<file path="src/rtl/ds1302_time_poller.sv">
// rtl/ds1302_time_poller.sv - periodic DS1302 time/date register poller
//
// Purpose:
//   Every POLL_PERIOD clocks (while enabled) reads the seven DS1302 time
//   registers through an external serial driver, one read command at a
//   time, collects them in shadow registers and publishes a consistent BCD
//   snapshot only when all seven bytes have arrived. Each handshake phase
//   is bounded by TIMEOUT clocks; an aborted cycle leaves the snapshot as is.
//
// Ports:
//   clk                 system clock, rising edge
//   reset_n             asynchronous active-low reset
//   i_enable            allow new poll cycles to start
//   i_busy              driver busy (asynchronous, synchronized here)
//   i_receive[7:0]      byte returned by the driver, valid after busy falls
//   o_addr[7:0]         read command address for the driver
//   o_valid             request strobe to the driver
//   o_sec..o_year[7:0]  published BCD snapshot (o_sec has CH stripped)
//   o_halt              clock-halt flag from the seconds register
//   o_update            one-cycle pulse, new snapshot published
//   o_timeout           one-cycle pulse, poll cycle aborted
module ds1302_time_poller #(
   parameter int POLL_PERIOD = 10_000_000,
   parameter int TIMEOUT     = 100_000
) (
   input  logic       clk,
   input  logic       reset_n,
   input  logic       i_enable,
   input  logic       i_busy,
   input  logic [7:0] i_receive,
   output logic [7:0] o_addr,
   output logic       o_valid,
   output logic [7:0] o_sec,
   output logic [7:0] o_min,
   output logic [7:0] o_hour,
   output logic [7:0] o_date,
   output logic [7:0] o_month,
   output logic [7:0] o_day,
   output logic [7:0] o_year,
   output logic       o_halt,
   output logic       o_update,
   output logic       o_timeout
);

   localparam int PW = (POLL_PERIOD > 1) ? $clog2(POLL_PERIOD) : 1;
   localparam int TW = $clog2(TIMEOUT + 1);

   typedef enum logic [2:0] {
      ST_IDLE,
      ST_REQ,
      ST_WAIT_DONE,
      ST_CAPTURE,
      ST_PUBLISH
   } state_t;

   state_t          state_q;
   logic [2:0]      idx_q;
   logic [PW-1:0]   per_cnt_q;
   logic [PW-1:0]   per_cnt_d;
   logic [TW-1:0]   phase_q;
   logic            busy_meta_q;
   logic            busy_sync_q;
   logic            busy_prev_q;
   logic [7:0]      shadow_q [7];
   logic [7:0]      shadow_d [7];

   logic [7:0]      addr_q;
   logic            valid_q;
   logic [7:0]      sec_q;
   logic [7:0]      min_q;
   logic [7:0]      hour_q;
   logic [7:0]      date_q;
   logic [7:0]      month_q;
   logic [7:0]      day_q;
   logic [7:0]      year_q;
   logic            halt_q;
   logic            update_q;
   logic            timeout_q;

   logic            per_wrap;
   logic            busy_rise;
   logic            busy_fall;
   logic            phase_expired;
   logic [2:0]      idx_inc;

   assign per_wrap      = (per_cnt_q == PW'(POLL_PERIOD - 1));
   assign busy_rise     = busy_sync_q & ~busy_prev_q;
   assign busy_fall     = ~busy_sync_q & busy_prev_q;
   assign phase_expired = (phase_q == TW'(TIMEOUT - 1));
   assign idx_inc       = idx_q + 3'd1;

   always_comb begin
      per_cnt_d = per_wrap ? '0 : per_cnt_q + 1'b1;
   end

   // Shadow byte being captured this cycle is also forwarded so the final
   // byte can be published on the same edge it is stored.
   always_comb begin
      for (int i = 0; i < 7; i++) begin
         shadow_d[i] = shadow_q[i];
         if (state_q == ST_CAPTURE && idx_q == 3'(i)) begin
            shadow_d[i] = i_receive;
         end
      end
   end

   always_ff @(posedge clk or negedge reset_n) begin
      if (!reset_n) begin
         per_cnt_q   <= '0;
         busy_meta_q <= 1'b0;
         busy_sync_q <= 1'b0;
         busy_prev_q <= 1'b0;
         for (int i = 0; i < 7; i++) begin
            shadow_q[i] <= 8'h00;
         end
      end else begin
         per_cnt_q   <= per_cnt_d;
         busy_meta_q <= i_busy;
         busy_sync_q <= busy_meta_q;
         busy_prev_q <= busy_sync_q;
         for (int i = 0; i < 7; i++) begin
            shadow_q[i] <= shadow_d[i];
         end
      end
   end

   // Published outputs are loaded on the CAPTURE->PUBLISH edge so that the
   // new snapshot and o_update are both visible during the PUBLISH cycle.
   always_ff @(posedge clk or negedge reset_n) begin
      if (!reset_n) begin
         state_q   <= ST_IDLE;
         idx_q     <= 3'd0;
         phase_q   <= '0;
         addr_q    <= 8'h00;
         valid_q   <= 1'b0;
         sec_q     <= 8'h00;
         min_q     <= 8'h00;
         hour_q    <= 8'h00;
         date_q    <= 8'h00;
         month_q   <= 8'h00;
         day_q     <= 8'h00;
         year_q    <= 8'h00;
         halt_q    <= 1'b0;
         update_q  <= 1'b0;
         timeout_q <= 1'b0;
      end else begin
         update_q  <= 1'b0;
         timeout_q <= 1'b0;
         case (state_q)
            ST_IDLE: begin
               // Wraps seen outside IDLE are simply lost.
               if (per_wrap && i_enable) begin
                  state_q <= ST_REQ;
                  idx_q   <= 3'd0;
                  phase_q <= '0;
                  addr_q  <= 8'h81;
                  valid_q <= 1'b1;
               end
            end
            ST_REQ: begin
               if (busy_rise) begin
                  state_q <= ST_WAIT_DONE;
                  valid_q <= 1'b0;
                  phase_q <= '0;
               end else if (phase_expired) begin
                  state_q   <= ST_IDLE;
                  valid_q   <= 1'b0;
                  timeout_q <= 1'b1;
               end else begin
                  phase_q <= phase_q + 1'b1;
               end
            end
            ST_WAIT_DONE: begin
               if (busy_fall) begin
                  state_q <= ST_CAPTURE;
               end else if (phase_expired) begin
                  state_q   <= ST_IDLE;
                  timeout_q <= 1'b1;
               end else begin
                  phase_q <= phase_q + 1'b1;
               end
            end
            ST_CAPTURE: begin
               if (idx_q == 3'd6) begin
                  state_q  <= ST_PUBLISH;
                  update_q <= 1'b1;
                  sec_q    <= {1'b0, shadow_d[0][6:0]};
                  halt_q   <= shadow_d[0][7];
                  min_q    <= shadow_d[1];
                  hour_q   <= shadow_d[2];
                  date_q   <= shadow_d[3];
                  month_q  <= shadow_d[4];
                  day_q    <= shadow_d[5];
                  year_q   <= shadow_d[6];
               end else begin
                  state_q <= ST_REQ;
                  idx_q   <= idx_inc;
                  phase_q <= '0;
                  addr_q  <= 8'h81 + {4'b0000, idx_inc, 1'b0};
                  valid_q <= 1'b1;
               end
            end
            ST_PUBLISH: begin
               state_q <= ST_IDLE;
            end
            default: begin
               state_q <= ST_IDLE;
               valid_q <= 1'b0;
            end
         endcase
      end
   end

   assign o_addr    = addr_q;
   assign o_valid   = valid_q;
   assign o_sec     = sec_q;
   assign o_min     = min_q;
   assign o_hour    = hour_q;
   assign o_date    = date_q;
   assign o_month   = month_q;
   assign o_day     = day_q;
   assign o_year    = year_q;
   assign o_halt    = halt_q;
   assign o_update  = update_q;
   assign o_timeout = timeout_q;

endmodule
</file>
<file path="config.mk">
export PLATFORM = sky130hd
export DESIGN_NAME = ds1302_time_poller
export DESIGN_NICKNAME = d
export VERILOG_FILES = /design/src/rtl/ds1302_time_poller.sv
export SDC_FILE = /design/constraint.sdc
export NUM_CORES = 1
export LEC_CHECK = 0
export CELL_PAD_IN_SITES_DETAIL_PLACEMENT = 1
export CELL_PAD_IN_SITES_GLOBAL_PLACEMENT = 2
export CORE_MARGIN = 2
export CORE_UTILIZATION = 38
export DETAILED_ROUTE_END_ITERATION = 7
export GPL_TIMING_DRIVEN = 0
export PLACE_DENSITY_LB_ADDON = 0.1
export SLEW_MARGIN = 20
export SYNTH_ARGS = -nofsm -noshare
export SYNTH_HDL_FRONTEND = slang
export SYNTH_SLANG_ARGS = --single-unit
</file>
<file path="constraint.sdc">
create_clock -name clk -period 2.6 [get_ports clk]
set_input_delay 0.65 -clock clk [delete_from_list [all_inputs] [get_ports clk]]
set_output_delay 0.65 -clock clk [all_outputs]
set_load 0.01 [all_outputs]
</file>
After elaboration in Yosys (flattened, before gate mapping)
Index checks and enable logic that the tools add are counted.
{"block": "totals", "ramBits": 0, "romBits": 0, "out_inout_bits": 68, "ff_bits": 173, "elab_cells": 105, "in_bits": 12, "latch_bits": 0, "mem_count": 0}
{"block": "op_classes", "n_addsub": 4, "n_bitwise": 5, "shift": 0, "n_mux": 37, "n_lt_le_gt_ge": 0, "n_reduce_logical": 17, "n_eq_ne": 16, "multipliers": 0, "div": 0}
{"operator": "two-way mux 17 bit", "n": 5}
{"operator": "two-way mux 8 bit", "n": 9}
{"operator": "case mux 17 bit (4 select lines)", "n": 1}
{"operator": "adder 24 x 1 -> 24 bit (second input constant)", "n": 1}
{"operator": "== test 24 bit (second input constant)", "n": 1}
{"operator": "two-way mux 24 bit", "n": 1}
{"operator": "two-way mux 3 bit", "n": 7}
{"operator": "adder 17 x 1 -> 17 bit (second input constant)", "n": 1}
{"operator": "== test 17 bit (second input constant)", "n": 1}
{"operator": "case mux 8 bit (2 select lines)", "n": 1}
{"operator": "== test 3 x 2 -> 1 bit (second input constant)", "n": 4}
{"operator": "== test 3 bit (second input constant)", "n": 4}
{"operator": "case mux 3 bit (4 select lines)", "n": 1}
{"operator": "two-way mux 1 bit", "n": 9}
{"operator": "adder 8 x 4 -> 8 bit (first input constant)", "n": 1}
{"operator": "logical AND 1 bit", "n": 8}
{"operator": "AND reduction 4 bit", "n": 2}
{"operator": "== test 3 x 1 -> 1 bit (second input constant)", "n": 2}
{"operator": "logical NOT 3 bit", "n": 2}
{"operator": "inequality test 2 bit (second input constant)", "n": 3}
{"operator": "case mux 3 bit (2 select lines)", "n": 1}
{"operator": "case mux 1 bit (4 select lines)", "n": 1}
{"operator": "nonzero test 4 bit", "n": 1}
{"operator": "adder 3 x 1 -> 3 bit (second input constant)", "n": 1}
{"operator": "other kinds (8)", "n": 11}

Depth between registers and ports, before layout
Gate-level depths: netlist of run 1.
{"block": "logic_depth", "ltp_word": 4, "depth_mapped": 9, "ltp_nobuf": 7}

Worst setup path after synthesis of run 1
No wires, ideal clock.
{"block": "synth_path", "path_type": "register to register", "from": "register, netlist name o_addr[3]", "to": "register date_q[0] (netlist: o_date[0])", "t_required_ps": 2475, "arrival_time_ps": 1775, "setup_time_ps": 125, "path_buffers": 1, "path_stages_with_launch": 7, "setup_slack_ps": 700, "path_cell_list": "dfrtp_1 clkbuf_1 inv_1 ha_1 nand2_1 mux2_2 mux2_2"}
{"item": "to (signal assigned)", "line": "191", "rtl": "date_q <= shadow_d[3];"}
{"item": "to (decl)", "line": "72", "rtl": "logic [7:0] date_q;"}

==> qor.yml, run 1 <==
syn_area_sq_mm: 0.00673
nets: 668
n_antenna_cell: 0
viasPerCell: 5.10
mostFrequentLayoutCells: "158 x dfrtp_1, 87 x mux2_2, 77 x nand2_1, 74 x clkdlybuf4s50_1, 29 x nor2_1"
peakVddDrop_mv: 0.438
drive_gt1_share_pct: 23.6
clk_path_buf_depth: 2
synth_warnings: 0
design_area_sq_mm: 0.00845
drt_wl_total_um: 16300
cpMostUsedCell: "mux2_2"
reg2reg_setup_slack_ns: 0.38
postRouteAntennaNets: 0
drt_iter0_drc: 155
slew_headroom_pct: 64.8
synth_area_per_cell_sq_um: 12.2
rr_endpoint: "o_date[7]"
worstPathRequired_ns: 2.90
cts.sinks: 158
synth.area.top_cells: "dfrtp_1 59%, mux2_2 15%, nand2_1 4.3%, xnor2_1 1.8%, nor2_1 1.6%"
crit_slowest_cell: "mux2_2"
end_kind: "flop"
post-dp-hpwl_um: 11000
fin_crit_sh_pct: 85.5
synth_area_leader_cell: "dfrtp_1"
critPathKind: "reg -> reg"
yosysSeqAreaShare_pct: 58.7
drt_pass1_iterations: 4
arrival_ns: 2.52
antenna_found_initial: 0
grt_max_degree: 95
synth_flop_cell: "dfrtp_1"
design_power_total_w: 0.00541
critPathMaxFanout: 9
cts_tree: "yes"
cts_setup_buffers: 0
avgRoutedWirePerCell_um: 18.4
place_area_sq_mm: 0.00781
power.density_mw_per_mm2: 640
cpLargestDelayFamily: "multiplexers"
critPathBufInv: 2
layout_commonest_cell: "dfrtp_1"
cts-resized-gates: 0
finalWeightedCongestion: 0.746
postCtsHoldBufs: 0
synth_cell_types: 65
hp-class: "in -> async"
dieWidth_um: 137
max_slew.worst_pin.slew_ns: 0.528
r2r_cells: 6
core_area_sq_mm: 0.0173
overflow: 0
area_delta_synth_final_pct: 25.6
n_fill_cell: 1809
synthArstFlopShare_pct: 100
synth_top_area_share_pct: 58.7
io_pins: 80
synth_edf_count: 0
critPathLaunchType: "flop"
die_y_um: 137
rows: 48
dieArea_sq_mm: 0.0188
finalSetupViolCount: 0
path_clk_slew_ns: 0.07
r2r_start: "o_addr[3]"
cts-htree-levels: 4
synthCells: 551
clk_root_buffer_cell: "clkbuf_16"
grt_pass1_vias: 5065
numCtsBuffers: 17
multi_input_area_sq_mm: 0.00262
max_stage_delay_ns: 0.40
port_buffers: 75
via_count: 4525
clk_latency_ns: 0.43
fin_crit_ns: 2.22
start_util_pct: 38.9
rsz0062_at_grt: "no"
grt.total_usage_pct: 18.8
grt_pass1_wl_um: 26900
hold_violations: 0
fin_worst_skew_ns: 0.00984
seq_area_sq_mm: 0.00395
p_leak_nw: 3.73
slew_violations: 0
fmax_mhz: 450
worstPathCellList: "clkbuf_1, inv_1, ha_1, nand2_1, mux2_2, mux2_2"
drv_cap: 0
drc: 0
status: "complete, no violations"
synth_seq_cells: 158
worst max path at each step:
stage          startpoint          end  slack [ns]  cells past startpoint
3_3_place_gp      reset_n     o_sec[3]       -5.58                      1
4_1_cts         o_addr[3]    o_date[4]        0.35                      6
3_5_place_dp     i_enable  phase_q[13]       -0.04                      8
5_1_grt         o_addr[3]    o_date[4]        0.22                      6
6_report        o_addr[3]    o_date[7]        0.38                      6
2_1_floorplan   o_addr[3]    o_date[0]        0.70                      6
sequential cells by signal (all words and copies together) (netlist names):
signal and cells:
o_sec 7, state_q 3, o_month 8, busy_meta_q 1, o_year 8, o_addr 2
o_timeout 1, phase_q 17, o_valid 1, o_update 1, o_hour 8, busy_sync_q 1
busy_prev_q 1, o_min 8, idx_q 2, o_day 8, o_halt 1, per_cnt_q 24
shadow_q 48, o_date 8
layout make-up:
class,instances,area share (%)
inverter,9,0.400
timing repair buffer,76,9.27
buffer,24,1.57
clock buffer,18,5.08
tap,225,3.33
sequential,158,46.8
clock inverter,14,2.56
multi-input combinational,363,31.0
synthesized netlist by cell type (3+ instances only):
master and number:
buf_2 10, xor2_1 7, nor3_1 8, nand4_1 8
a21oi_1 12, buf_4 8, a31oi_1 13, mux2_2 87
xnor2_1 14, ha_1 7, a22o_1 3, and3_1 4
nand3_2 3, dfrtp_1 158, clkbuf_1 6, nand2_1 77
nor2_1 29, o21ai_0 7, nand3_1 20, nand2b_1 3
inv_1 8, or3_1 3
routing by layer:
layer | up-vias | GRT usage (%) | part of all wire (%)
li1 | 2119 | - | -
met1 | 2335 | 22.4 | 43
met2 | 55 | 32.7 | 52
met3 | 16 | 6.00 | 4.1
met4 | 0 | 4.64 | 0.79
met5 | - | 0 | 0
report_power, final:
group          switching (W)  total [W]  internal, W
Clock                0.00110    0.00275      0.00165
Combinational      0.0000895   0.000143    0.0000537
Sequential         0.0000133    0.00251      0.00250
metrics by stage:
step | cells | setup WS, ns | utilization (%) | hold WS [ns] | setup TNS [ns]
final | 887 | 0.377 | 48.9 | 0.171 | 0
after global routing | 887 | 0.223 | 48.9 | 0.191 | 0
after CTS | 887 | 0.352 | 48.9 | 0.189 | 0
after detailed placement | 855 | -0.0375 | 45.1 | 0.343 | -0.156
after global placement | 854 | -5.58 | 44.9 | 0.345 | -879.05
after floorplan | 554 | 0.700 | - | 0.331 | 0
kinds of logic after synthesis:
kind of cell    after synthesis  synth area share [%]
xor+xnor                     21                  2.73
fa+ha+maj                     7                  1.30
compound gates               54                  5.35
flops                       158                  58.7
simple gates                188                  14.4
other cells                   1                0.0557
buf+inv                      33                  2.47
mux                          89                  14.9
worst register-to-register path, cell delays in order, from the launching register on:
cell and delay, ns:
dfrtp_1 0.36, clkbuf_1 0.39, inv_1 0.11, ha_1 0.22, nand2_1 0.35, mux2_2 0.40, mux2_2 0.26
Note: power is estimated with default switching activity, not from simulation.
==> run 2, diff against run 1 <==
- ABC_AREA: not set -> 1
- CORE_UTILIZATION: 38 -> 33
==> run 2 against run 1 <==
Compared with the run above: core utilization shrank 7.4 points; non-clock buffer count grew 6; first-iteration DRC count grew 71%; flip-flop and latch count is the same; critical path type unchanged; highest routed layer unchanged.
==> qor.yml, run 2 <==
critical_path.startpoint: "per_cnt_q[0]"
largest_reg_flops: 48
cts_setup_buffers: 0
regMostFlops: "shadow_q"
synth_seq_cells: 158
synthMostInstantiatedCell: "nand2_1"
reg2reg_setup_slack_ns: 0.37
cp.depth: 7
met1_usage_pct: 25.1
numCtsBuffers: 17
synth_common_cells: "375 x nand2_1, 158 x dfrtp_1, 75 x inv_1, 59 x o21ai_0, 58 x nand3_1"
clk_path_buf_depth: 2
top_usage_layer: "met2"
postCtsHoldBufs: 0
post-dp-hpwl_um: 14900
max_slew.worst_pin.slew_ns: 0.820
n_antenna_cell: 0
utilization_pct: 41.5
io_pins: 80
via_count: 6129
p_sw_share_pct: 25.3
rsz0062_at_grt: "no"
cts-resized-gates: 0
drt_pass1_iterations: 4
core_area_sq_mm: 0.0218
r2r_cells: 7
synthCells: 915
synthArstFlopShare_pct: 100
hp-class: "in -> async"
critPathLaunchType: "flop"
hold_violations: 0
whs_ns: 0.171
fin_worst_skew_ns: 0.00987
switching_power_w: 0.00128
synth_edf_count: 0
finalSetupTns_ns: 0
cp-endpoint: "per_cnt_q[0]"
dieArea_sq_mm: 0.0234
power.density_mw_per_mm2: 558
seq_area_sq_mm: 0.00395
end_kind: "flop"
die_y_um: 153
slew_violations: 0
synth_cell_types: 37
finalSetupViolCount: 0
pwr-share-seq_pct: 48.7
synth_area_per_cell_sq_um: 8.00
drv_cap: 0
r2r_start: "per_cnt_q[0]"
worstPathRequired_ns: 2.93
synth.area.top_cells: "dfrtp_1 54%, nand2_1 19%, o21ai_0 4.0%, nand3_1 4.0%, inv_1 3.8%"
rows: 54
p_leak_nw: 4.24
use_met3_pct: 3.60
syn_area_sq_mm: 0.00732
nets: 1032
synth_top_area_share_pct: 54.0
grt.total_usage_pct: 18.3
worstPathCellList: "ha_1, nand2_2, nor2_4, nand3b_1, nor4_1, or2_2, inv_1"
cts_tree: "yes"
reg_top3: "shadow_q x48, per_cnt_q x24, phase_q x17"
synth_flop_cell: "dfrtp_1"
power_frac_comb_pct: 2.1
rr_endpoint: "per_cnt_q[0]"
overflow: 0
status: "complete, no violations"
drc: 0
avgRoutedWirePerCell_um: 15.6
area_delta_synth_final_pct: 23.7
antenna_found_initial: 0
cts.sinks: 158
slew_headroom_pct: 44.8
fmax_mhz: 448
drt_iter0_drc: 265
drive_gt1_share_pct: 7.02
critPathKind: "reg -> reg"
yosysSeqAreaShare_pct: 54.0
dp.cells: 1274
grt_pass1_wl_um: 34200
crit_slowest_cell: "nor4_1"
synth_area_leader_cell: "dfrtp_1"
fin_crit_ns: 2.23
max_stage_delay_ns: 0.72
viasPerCell: 4.69
internal_power_w: 0.00377
critPathMaxFanout: 5
drt_wl_total_um: 20400
postRouteAntennaNets: 0
clk_root_buffer_cell: "clkbuf_16"
met2_usage_pct: 30.0
n_fill_cell: 2638
layout_commonest_cell: "nand2_1"
start_util_pct: 33.5
peakVddDrop_mv: 0.369
synth_warnings: 0
stdcell_count: 1306
grt_max_degree: 89
critPathBufInv: 1
clockPowerShare_pct: 49.2
clk_latency_ns: 0.44
mostFrequentLayoutCells: "375 x nand2_1, 158 x dfrtp_1, 75 x inv_1, 74 x clkdlybuf4s50_1, 59 x o21ai_0"
fin_crit_sh_pct: 85.9
path_clk_slew_ns: 0.08
cts-htree-levels: 4
grt_pass1_vias: 6289
finalWeightedCongestion: 0.790
arrival_ns: 2.57
dieWidth_um: 153
cpLargestDelayFamily: "simple AND/OR/NAND/NOR gates"
port_buffers: 75
multi_input_area_sq_mm: 0.00291
## run 2: changes by cell type after synthesis, moves of 8 or more
cell | before | now
nand2_1 | 77 | 375
xnor2_1 | 14 | 2
o21ai_0 | 7 | 59
o21ai_1 | 1 | 12
inv_1 | 8 | 75
a21oi_1 | 12 | 4
nor2_1 | 29 | 55
a31oi_1 | 13 | 0
mux2_2 | 87 | 0
nand4_1 | 8 | 23
nand3_1 | 20 | 58
## run 2: power groups by stage
stage / Clock, W / Combinational (W) / Sequential (W)
2_1_floorplan: 0 / 0.0000186 / 0.00251
3_3_place_gp: 0 / 0.000108 / 0.00251
3_5_place_dp: 0 / 0.000113 / 0.00251
4_1_cts: 0.00257 / 0.000113 / 0.00246
5_1_grt: 0.00266 / 0.000122 / 0.00246
6_report: 0.00249 / 0.000107 / 0.00246
## run 2: routing by layer
metal	vias to the layer above	part of all wire (%)
met5	-	0
li1	3096	-
met4	0	1.3
met2	76	47
met1	2935	49
met3	22	2.7
## run 2: worst min-delay path by stage
stage | end | slack, ns | from
final | o_hour[0] | 0.17 | reset_n
after global routing | o_hour[0] | 0.20 | reset_n
after CTS | o_hour[0] | 0.19 | reset_n
after detailed placement | busy_sync_q | 0.34 | busy_meta_q
after global placement | busy_sync_q | 0.33 | busy_meta_q
after floorplan | busy_sync_q | 0.33 | busy_meta_q
## run 2: cell families (layout without fill, tap and decap cells)
| logic type | after synthesis | in the layout | share of synthesized area [%] |
|---|---|---|---|
| AOI/OAI and AO/OA | 81 | 81 | 5.81 |
| xor gates and xnor gates | 12 | 12 | 1.44 |
| adders and majority gates | 7 | 7 | 1.20 |
| buffers and inverters | 113 | 221 | 6.44 |
| DFF | 158 | 158 | 54.0 |
| other | 1 | 4 | 0.0512 |
| and+or+nand+nor | 543 | 543 | 31.1 |
## run 2: stage by stage
step | setup WS [ns] | power [W] | instance area [sq um]
3_3_place_gp | -6.08 | 0.00262 | 8430
4_1_cts | 0.354 | 0.00514 | 9050
3_5_place_dp | 0.375 | 0.00262 | 8470
6_report | 0.367 | 0.00505 | 9050
2_1_floorplan | 0.923 | 0.00253 | 7330
5_1_grt | 0.140 | 0.00524 | 9050
## run 2: cell type report
class,instances,share of cell area [%]
Multi-Input combinational cell,647,32.1
Inverter,83,3.44
Buffer,30,1.77
Tap cell,280,3.87
Sequential cell,158,43.7
Timing Repair Buffer,76,8.65
Clock inverter,15,1.80
Clock buffer,17,4.70
## run 2: worst reg2reg max path: stages (launching register included)
cell and delay (ns):
dfrtp_1 0.47, ha_1 0.30, nand2_2 0.09, nor2_4 0.12, nand3b_1 0.17, nor4_1 0.72, or2_2 0.23, inv_1 0.03
